`src/rtl/usb_pkt_pkg.sv`:
```
// Shared USB packet definitions: PID codes and classes, decoder states,
// status codes, and CRC5/CRC16 constants plus a byte-wide CRC5 helper.
package usb_pkt_pkg;

  // Token PIDs
  localparam logic [3:0] PID_OUT   = 4'h1;
  localparam logic [3:0] PID_IN    = 4'h9;
  localparam logic [3:0] PID_SOF   = 4'h5;
  localparam logic [3:0] PID_SETUP = 4'hD;
  localparam logic [3:0] PID_PING  = 4'h4;
  // Data PIDs
  localparam logic [3:0] PID_DATA0 = 4'h3;
  localparam logic [3:0] PID_DATA1 = 4'hB;
  localparam logic [3:0] PID_DATA2 = 4'h7;
  localparam logic [3:0] PID_MDATA = 4'hF;
  // Handshake PIDs
  localparam logic [3:0] PID_ACK   = 4'h2;
  localparam logic [3:0] PID_NAK   = 4'hA;
  localparam logic [3:0] PID_STALL = 4'hE;
  localparam logic [3:0] PID_NYET  = 4'h6;

  typedef enum logic [1:0] {
    CLS_TOKEN, CLS_DATA, CLS_HSK, CLS_BAD
  } pid_cls_e;

  typedef enum logic [2:0] {
    ST_OK  = 3'd0,
    ST_PID = 3'd1,
    ST_CRC = 3'd2,
    ST_FMT = 3'd3,
    ST_PHY = 3'd4,
    ST_OVF = 3'd5
  } status_e;

  typedef enum logic [2:0] {
    S_IDLE, S_TOKEN, S_DATA, S_HSK, S_DISCARD
  } dec_state_e;

  // Polynomials in shift-left form (implicit top term), LSB of each byte first.
  localparam logic [4:0]  CRC5_POLY   = 5'b00101;
  localparam logic [4:0]  CRC5_INIT   = 5'h1F;
  localparam logic [4:0]  CRC5_RESID  = 5'b01100;
  localparam logic [15:0] CRC16_POLY  = 16'h8005;
  localparam logic [15:0] CRC16_INIT  = 16'hFFFF;
  localparam logic [15:0] CRC16_RESID = 16'h800D;

  function automatic pid_cls_e pid_class(input logic [3:0] pid);
    case (pid)
      PID_OUT, PID_IN, PID_SOF, PID_SETUP, PID_PING:    return CLS_TOKEN;
      PID_DATA0, PID_DATA1, PID_DATA2, PID_MDATA:       return CLS_DATA;
      PID_ACK, PID_NAK, PID_STALL, PID_NYET:            return CLS_HSK;
      default:                                          return CLS_BAD;
    endcase
  endfunction

  // Advance CRC5 by one byte, bit 0 first.
  function automatic logic [4:0] crc5_byte(input logic [4:0] crc, input logic [7:0] b);
    logic [4:0] c;
    c = crc;
    for (int i = 0; i < 8; i++) begin
      if (c[4] ^ b[i]) c = {c[3:0], 1'b0} ^ CRC5_POLY;
      else             c = {c[3:0], 1'b0};
    end
    return c;
  endfunction

endpackage

```
`src/rtl/rx_pkt_dec_if.sv`:
```
// PHY-facing strobes and decoded-packet outputs of the receive decoder.
// slave: the decoder; master: the PHY / SIE side driving and observing it.
interface rx_pkt_dec_if;
  logic [7:0]  rx_data_i;
  logic        rx_valid_i;
  logic        rx_err_i;
  logic        rx_ready_i;
  logic [3:0]  pid_o;
  logic [10:0] token_o;
  logic [7:0]  data_o;
  logic        data_valid_o;
  logic        pkt_end_o;
  logic [2:0]  status_o;

  modport slave (
    input  rx_data_i, rx_valid_i, rx_err_i, rx_ready_i,
    output pid_o, token_o, data_o, data_valid_o, pkt_end_o, status_o
  );

  modport master (
    output rx_data_i, rx_valid_i, rx_err_i, rx_ready_i,
    input  pid_o, token_o, data_o, data_valid_o, pkt_end_o, status_o
  );
endinterface

```
`src/rtl/rx_crc16.sv`:
```
// Byte-wide USB CRC16 accumulator. init_i reloads the seed and wins over
// en_i; en_i folds data_i in, LSB first.
module rx_crc16
  import usb_pkt_pkg::*;
(
  input  logic        clk_i,
  input  logic        rstn_i,
  input  logic        init_i,
  input  logic        en_i,
  input  logic [7:0]  data_i,
  output logic [15:0] crc_o
);

  logic [15:0] crc_q, crc_d;

  // next CRC after folding in one byte
  always_comb begin
    crc_d = crc_q;
    for (int i = 0; i < 8; i++) begin
      if (crc_d[15] ^ data_i[i]) crc_d = {crc_d[14:0], 1'b0} ^ CRC16_POLY;
      else                       crc_d = {crc_d[14:0], 1'b0};
    end
  end

  // CRC register: seed on init, accumulate on enable
  always_ff @(posedge clk_i or negedge rstn_i) begin
    if (!rstn_i)     crc_q <= CRC16_INIT;
    else if (init_i) crc_q <= CRC16_INIT;
    else if (en_i)   crc_q <= crc_d;
  end

  assign crc_o = crc_q;

endmodule

```
`src/rtl/rx_pkt_dec.sv`:
```
// USB full-speed receive packet decoder: PID check, token/data/handshake
// format, CRC5/CRC16, CRC-stripped payload stream, one status per packet.
// Optional payload length limit when RX_PKT_DEC_LEN_CHECK_EN is defined.
module rx_pkt_dec
  import usb_pkt_pkg::*;
#(
  parameter int MAX_PAYLOAD = 64
) (
  input  logic           clk_i,
  input  logic           rstn_i,
  rx_pkt_dec_if.slave    bus
);

  // PHY strobe decode; an error qualifier always means abort
  logic byte_ev, abort_ev, eop_ev;
  assign abort_ev = bus.rx_ready_i &  bus.rx_err_i;
  assign byte_ev  = bus.rx_ready_i & ~bus.rx_err_i &  bus.rx_valid_i;
  assign eop_ev   = bus.rx_ready_i & ~bus.rx_err_i & ~bus.rx_valid_i;

  dec_state_e       state_q;
  logic [3:0]       pid_q;
  logic [10:0]      token_q;
  logic [7:0]       data_q;
  logic             dv_q;
  logic             end_q;
  status_e          status_q;
  status_e          lat_q;     // first error seen, reported at EOP from DISCARD
  logic [1:0]       cnt_q;     // bytes after PID, saturating at 2
  logic [1:0][7:0]  dly_q;     // [0] newest, [1] oldest: hides the CRC bytes
  logic [4:0]       crc5_q;
  logic [15:0]      crc16;
`ifdef RX_PKT_DEC_LEN_CHECK_EN
  localparam logic [10:0] MAX_LEN = 11'(MAX_PAYLOAD);
  logic [10:0]      len_q;     // payload bytes forwarded so far
`endif

  // CRC16 is seeded every idle cycle and fed only with DATA-state bytes
  rx_crc16 u_crc16 (
    .clk_i  (clk_i),
    .rstn_i (rstn_i),
    .init_i (state_q == S_IDLE),
    .en_i   (byte_ev && state_q == S_DATA),
    .data_i (bus.rx_data_i),
    .crc_o  (crc16)
  );

  // decoder FSM with registered outputs
  always_ff @(posedge clk_i or negedge rstn_i) begin
    if (!rstn_i) begin
      state_q  <= S_IDLE;
      pid_q    <= 4'h0;
      token_q  <= '0;
      data_q   <= '0;
      dv_q     <= 1'b0;
      end_q    <= 1'b0;
      status_q <= ST_OK;
      lat_q    <= ST_OK;
      cnt_q    <= '0;
      dly_q    <= '0;
      crc5_q   <= CRC5_INIT;
`ifdef RX_PKT_DEC_LEN_CHECK_EN
      len_q    <= '0;
`endif
    end else begin
      dv_q  <= 1'b0;
      end_q <= 1'b0;
      if (abort_ev) begin
        end_q    <= 1'b1;
        status_q <= ST_PHY;
        state_q  <= S_IDLE;
      end else begin
        case (state_q)
          S_IDLE: begin
            if (byte_ev) begin
              cnt_q  <= '0;
              crc5_q <= CRC5_INIT;
`ifdef RX_PKT_DEC_LEN_CHECK_EN
              len_q  <= '0;
`endif
              if (bus.rx_data_i[7:4] != ~bus.rx_data_i[3:0]) begin
                lat_q   <= ST_PID;
                state_q <= S_DISCARD;
              end else begin
                pid_q <= bus.rx_data_i[3:0];
                case (pid_class(bus.rx_data_i[3:0]))
                  CLS_TOKEN: state_q <= S_TOKEN;
                  CLS_DATA:  state_q <= S_DATA;
                  CLS_HSK:   state_q <= S_HSK;
                  default: begin
                    lat_q   <= ST_FMT;
                    state_q <= S_DISCARD;
                  end
                endcase
              end
            end else if (eop_ev) begin
              end_q    <= 1'b1;
              status_q <= ST_FMT;
            end
          end

          S_TOKEN: begin
            if (byte_ev) begin
              crc5_q <= crc5_byte(crc5_q, bus.rx_data_i);
              if (cnt_q == 2'd0) begin
                token_q[7:0] <= bus.rx_data_i;
                cnt_q        <= 2'd1;
              end else if (cnt_q == 2'd1) begin
                token_q[10:8] <= bus.rx_data_i[2:0];
                cnt_q         <= 2'd2;
              end else begin
                lat_q   <= ST_FMT;
                state_q <= S_DISCARD;
              end
            end else if (eop_ev) begin
              end_q    <= 1'b1;
              state_q  <= S_IDLE;
              status_q <= (cnt_q != 2'd2)        ? ST_FMT :
                          (crc5_q != CRC5_RESID) ? ST_CRC : ST_OK;
            end
          end

          S_DATA: begin
            if (byte_ev) begin
              dly_q[0] <= bus.rx_data_i;
              dly_q[1] <= dly_q[0];
              if (cnt_q == 2'd2) begin
`ifdef RX_PKT_DEC_LEN_CHECK_EN
                if (len_q == MAX_LEN) begin
                  lat_q   <= ST_OVF;
                  state_q <= S_DISCARD;
                end else begin
                  data_q <= dly_q[1];
                  dv_q   <= 1'b1;
                  len_q  <= len_q + 11'd1;
                end
`else
                data_q <= dly_q[1];
                dv_q   <= 1'b1;
`endif
              end else begin
                cnt_q <= cnt_q + 2'd1;
              end
            end else if (eop_ev) begin
              end_q    <= 1'b1;
              state_q  <= S_IDLE;
              status_q <= (cnt_q != 2'd2)        ? ST_FMT :
                          (crc16 != CRC16_RESID) ? ST_CRC : ST_OK;
            end
          end

          S_HSK: begin
            if (byte_ev) begin
              lat_q   <= ST_FMT;
              state_q <= S_DISCARD;
            end else if (eop_ev) begin
              end_q    <= 1'b1;
              status_q <= ST_OK;
              state_q  <= S_IDLE;
            end
          end

          S_DISCARD: begin
            if (eop_ev) begin
              end_q    <= 1'b1;
              status_q <= lat_q;
              state_q  <= S_IDLE;
            end
          end

          default: state_q <= S_IDLE;
        endcase
      end
    end
  end

  assign bus.pid_o        = pid_q;
  assign bus.token_o      = token_q;
  assign bus.data_o       = data_q;
  assign bus.data_valid_o = dv_q;
  assign bus.pkt_end_o    = end_q;
  assign bus.status_o     = status_q;

endmodule

```
`src/flat_wrapper.sv`:
```
// flat-port wrapper written by rule: the top's interface ports become plain ports
module rx_pkt_dec_flat import usb_pkt_pkg::*;
#(
  parameter int MAX_PAYLOAD = 64
)
  (clk_i, rstn_i, bus_rx_data_i, bus_rx_valid_i, bus_rx_err_i, bus_rx_ready_i, bus_pid_o, bus_token_o, bus_data_o, bus_data_valid_o, bus_pkt_end_o, bus_status_o);
  rx_pkt_dec_if bus_i ();
  input  logic clk_i;
  input  logic rstn_i;
  input wire logic [$bits(bus_i.rx_data_i)-1:0] bus_rx_data_i;
  input wire logic [$bits(bus_i.rx_valid_i)-1:0] bus_rx_valid_i;
  input wire logic [$bits(bus_i.rx_err_i)-1:0] bus_rx_err_i;
  input wire logic [$bits(bus_i.rx_ready_i)-1:0] bus_rx_ready_i;
  output wire logic [$bits(bus_i.pid_o)-1:0] bus_pid_o;
  output wire logic [$bits(bus_i.token_o)-1:0] bus_token_o;
  output wire logic [$bits(bus_i.data_o)-1:0] bus_data_o;
  output wire logic [$bits(bus_i.data_valid_o)-1:0] bus_data_valid_o;
  output wire logic [$bits(bus_i.pkt_end_o)-1:0] bus_pkt_end_o;
  output wire logic [$bits(bus_i.status_o)-1:0] bus_status_o;
  assign bus_i.rx_data_i = bus_rx_data_i;
  assign bus_i.rx_valid_i = bus_rx_valid_i;
  assign bus_i.rx_err_i = bus_rx_err_i;
  assign bus_i.rx_ready_i = bus_rx_ready_i;
  assign bus_pid_o = bus_i.pid_o;
  assign bus_token_o = bus_i.token_o;
  assign bus_data_o = bus_i.data_o;
  assign bus_data_valid_o = bus_i.data_valid_o;
  assign bus_pkt_end_o = bus_i.pkt_end_o;
  assign bus_status_o = bus_i.status_o;
  rx_pkt_dec #(.MAX_PAYLOAD(MAX_PAYLOAD)) u_core (.clk_i(clk_i), .rstn_i(rstn_i), .bus(bus_i));
endmodule
```
`config.mk`:
```
export PLATFORM = sky130hd
export DESIGN_NAME = rx_pkt_dec_flat
export DESIGN_NICKNAME = d
export VERILOG_FILES = /design/src/rtl/usb_pkt_pkg.sv /design/src/rtl/rx_pkt_dec_if.sv /design/src/rtl/rx_crc16.sv /design/src/rtl/rx_pkt_dec.sv /design/src/flat_wrapper.sv
export SDC_FILE = /design/constraint.sdc
export NUM_CORES = 1
export LEC_CHECK = 0
export CORE_ASPECT_RATIO = 1.5
export CORE_MARGIN = 2
export CORE_UTILIZATION = 48
export DETAILED_ROUTE_END_ITERATION = 10
export GPL_ROUTABILITY_DRIVEN = 0
export PLACE_DENSITY = 0.79
export SLEW_MARGIN = 10
export SYNTH_ARGS = -nofsm -noshare
export SYNTH_HDL_FRONTEND = slang
export SYNTH_SLANG_ARGS = --single-unit
```
`constraint.sdc`:
```
create_clock -name clk_i -period 2.3 [get_ports clk_i]
set_clock_uncertainty 0.2 [all_clocks]
set_input_delay 0.46 -clock clk_i [delete_from_list [all_inputs] [get_ports clk_i]]
set_output_delay 0.46 -clock clk_i [all_outputs]
set_load 0.005 [all_outputs]
```
==> impl_metrics.tcl <==
set metrics [dict create \
    cap_violations 0 \
    reg2reg_from "u_core.cnt_q[0]$_DFFE_PN0P_" \
    cts_inserted_buffers 9 \
    placed_instances 517 \
    setup.worst_path.end_class "register" \
    synth-seq-cells 72 \
    dr.first_iter.drc_count 255 \
    synth_edf_count 0 \
    yosys_warnings 0 \
    layout_common_cells "nand2_1 (60), dfrtp_1 (51), buf_4 (42), clkdlybuf4s50_1 (34), xnor2_1 (27)" \
    critical_path_class "in -> reg" \
    cts.sinks 72 \
    yosysUniqueCellTypes 48 \
    placed_area_um2 4450 \
    cts_tree "built" \
    critical_path.reg2reg.endpoint "u_core.bus.status_o[1]$_DFFE_PN0P_" \
    fin_crit_sh_pct 98.4 \
    effective_utilization_at_floorplan_pct 49.9 \
    report.power.total_mw 2.84 \
    worst_setup_hold_path_clk_slew_ps 70 \
    ir_worst_vdd_uv 447 \
    grt_max_degree 39 \
    hold-path-endpoint "u_core.bus.pid_o[0]$_DFFE_PN0P_" \
    first_pass_iters 6 \
    via_count_of_the_first_global_routing_pass 2990 \
    io_pins 41 \
    layoutNonFillerInstCount 537 \
    grt_antenna_before_repair 0 \
    post_drt_via_cell_ratio 5.30 \
    groute.usage.overall_pct 22.5 \
    worst-endpoint-arrival_ps 2300 \
    yosysSeqAreaShare_pct 50.4 \
    area.growth.synth_to_final_pct 30.4 \
    clock_path_buffers 2 \
    logic_depth_of_the_worst_register_to_register_path 7 \
    dp_slack_ps -412 \
    dr_total_vias 2846 \
    final_layout_size_suffix_gt1_share_pct 27.0 \
    synth.cell_area_um2 3630 \
    post-route-cell-area_um2 4730 \
    residual_overflow_from_global_routing 0 \
    h-tree-depth 3 \
    dp.final_hpwl_um 6360 \
    tightest_slew_ps 627 \
    crit_path_start_kind "input port" \
    timing.reg2reg.setup_slack_ps 150 \
    route.antenna.remaining_nets 0 \
    mostFrequentLayoutCell "nand2_1" \
    ys_async_sr_fraction_pct 100 \
    wl_per_instance_um 15.9 \
    power_density_nw_per_um2 602 \
    syn_inst 348 \
    final_nets 452 \
    n_antenna_cell 0 \
    synth_flop_cell "dfrtp_1" \
    worst_hold_path.num_cells 2 \
    timing.hold.worst.start "bus_rx_data_i[0]" \
    chipHeight_um 110 \
    timing.final.ws_setup_ps 35.7 \
    core_um2 7270 \
    hold_viol 0 \
    report.final.setup_viol 0 \
    max-slew-margin-rel_pct 58.2 \
    mean_area_per_synthesized_cell_um2 10.4 \
    worst-endpoint-required_ps 2340 \
    worstHoldPathType "in -> reg" \
    drt_wl_total_um 8560 \
    die_w_um 75.0 \
    drc 0 \
    grt_first_pass_wirelength_um 14200 \
    max_freq_ghz 0.442 \
    slew_viol_final 0 \
    port_buffers 40 \
    run_status "finished, final reports clean" \
    layout_min_cycle_time_ps 2260 \
    placement_rows 38 \
    die_area_um2 8280 \
    synthesis.nets 368 \
    leakage_nw 2.15 \
    crit_path_max_fanout 4 \
    clk_latency_ps 360 \
    cts.root.buffer_cell "clkbuf_8" \
    postLayoutCoreUtil_pct 65.0 \
]
==> kinds of logic after synthesis <==
family	Yosys count	share of synthesized area, %
and+or+nand+nor	117	14.6
DFF	72	50.4
AOI/OAI and AO/OA	55	9.35
xor gates and xnor gates	47	12.6
buffers and inverters	25	3.07
muxes	24	7.38
adders and majority gates	8	2.69
==> area by class of cell <==
cell class | count | area (um^2)
Clock buffer | 10 | 138
Clock inverter | 6 | 45.0
Fill cell | 564 | 2550
Inverter | 10 | 37.5
Multi-Input combinational cell | 251 | 1740
Sequential cell | 72 | 1830
Tap cell | 100 | 125
Timing Repair Buffer | 88 | 816
==> critical path, cell delays in order <==
cell and delay [ps]:
clkdlybuf4s50_1 540, xor2_1 170, nand4_1 160, nand3b_1 270, nor2_1 180, buf_4 170
mux2_2 330
==> Yosys cell counts (2+ instances only) <==
library cell  number  area, um^2
a211o_1            2        17.5
a21oi_1           12        60.1
a22oi_1            2        15.0
buf_2              5        25.0
clkbuf_1           8        30.0
dfrtp_1           51        1280
dfstp_2           21         552
ha_1               7        87.6
inv_1             10        37.5
mux2_2            22         248
mux2i_1            2        20.0
nand2_1           60         225
nand2b_1           4        25.0
nand3_1            5        25.0
nand3b_1           2        15.0
nand4_1            4        25.0
nor2_1            21        78.8
nor3_1            11        55.1
o21ai_0           23         115
o22a_1             5        43.8
or3_1              2        12.5
xnor2_1           30         263
xnor2_2            2        32.5
xor2_1            13         114
==> worst max path at each step <==
stage,from,slack (ps),to
2_1_floorplan,bus_rx_data_i[0],160,u_core.lat_q[1]$_DFFE_PN0P_
4_1_cts,bus_rx_data_i[0],-1,u_core.bus.pid_o[1]$_DFFE_PN0P_
3_3_place_gp,bus_rx_data_i[0],-290,u_core.lat_q[1]$_DFFE_PN0P_
5_1_grt,bus_rx_data_i[3],-80,u_core.bus.pid_o[1]$_DFFE_PN0P_
3_5_place_dp,bus_rx_data_i[0],-410,u_core.lat_q[1]$_DFFE_PN0P_
6_report,bus_rx_data_i[5],40,u_core.bus.pid_o[1]$_DFFE_PN0P_
==> layer usage <==
layer	routed length [um]	global-route usage, %	up-vias
li1	-	-	1353
met2	4700	37.6	68
met1	3340	26.5	1409
met4	233	12.5	0
met5	0	0	-
met3	294	3.56	16
==> registers in the layout (all words and copies together), names as in the netlist, 2 cells and up <==
signal and flops:
u_core.cnt_q 2, u_core.bus.status_o 3, u_core.dly_q 16, u_core.bus.data_o 8, u_core.u_crc16.crc_o 16, u_core.bus.token_o 11
u_core.state_q 3, u_core.bus.pid_o 4, u_core.crc5_q 5, u_core.lat_q 2
==> report_power, final <==
| part | total (mW) | internal (mW) | switching [mW] |
|---|---|---|---|
| clock | 0.915 | 0.421 | 0.494 |
| sequential | 1.39 | 1.34 | 0.0529 |
| combinational | 0.541 | 0.282 | 0.259 |
==> per-stage QoR <==
step,setup TNS (ps),hold slack [ps]
2_1_floorplan,0,-35.6
3_3_place_gp,-2440,251
3_5_place_dp,-3960,253
4_1_cts,-1.41,271
5_1_grt,-296,274
6_report,0,252
==> what timing repair did <==
action | CTS | global route
endpoints found under the setup margin | 1 | 9
resized for setup | 1 | 12
pin swaps | 0 | 3
endpoints found under the hold margin | 18 | 0
hold buffers | 1 | 0
buffers inserted | 0 | 3
Power figures use the tool's default switching activity.
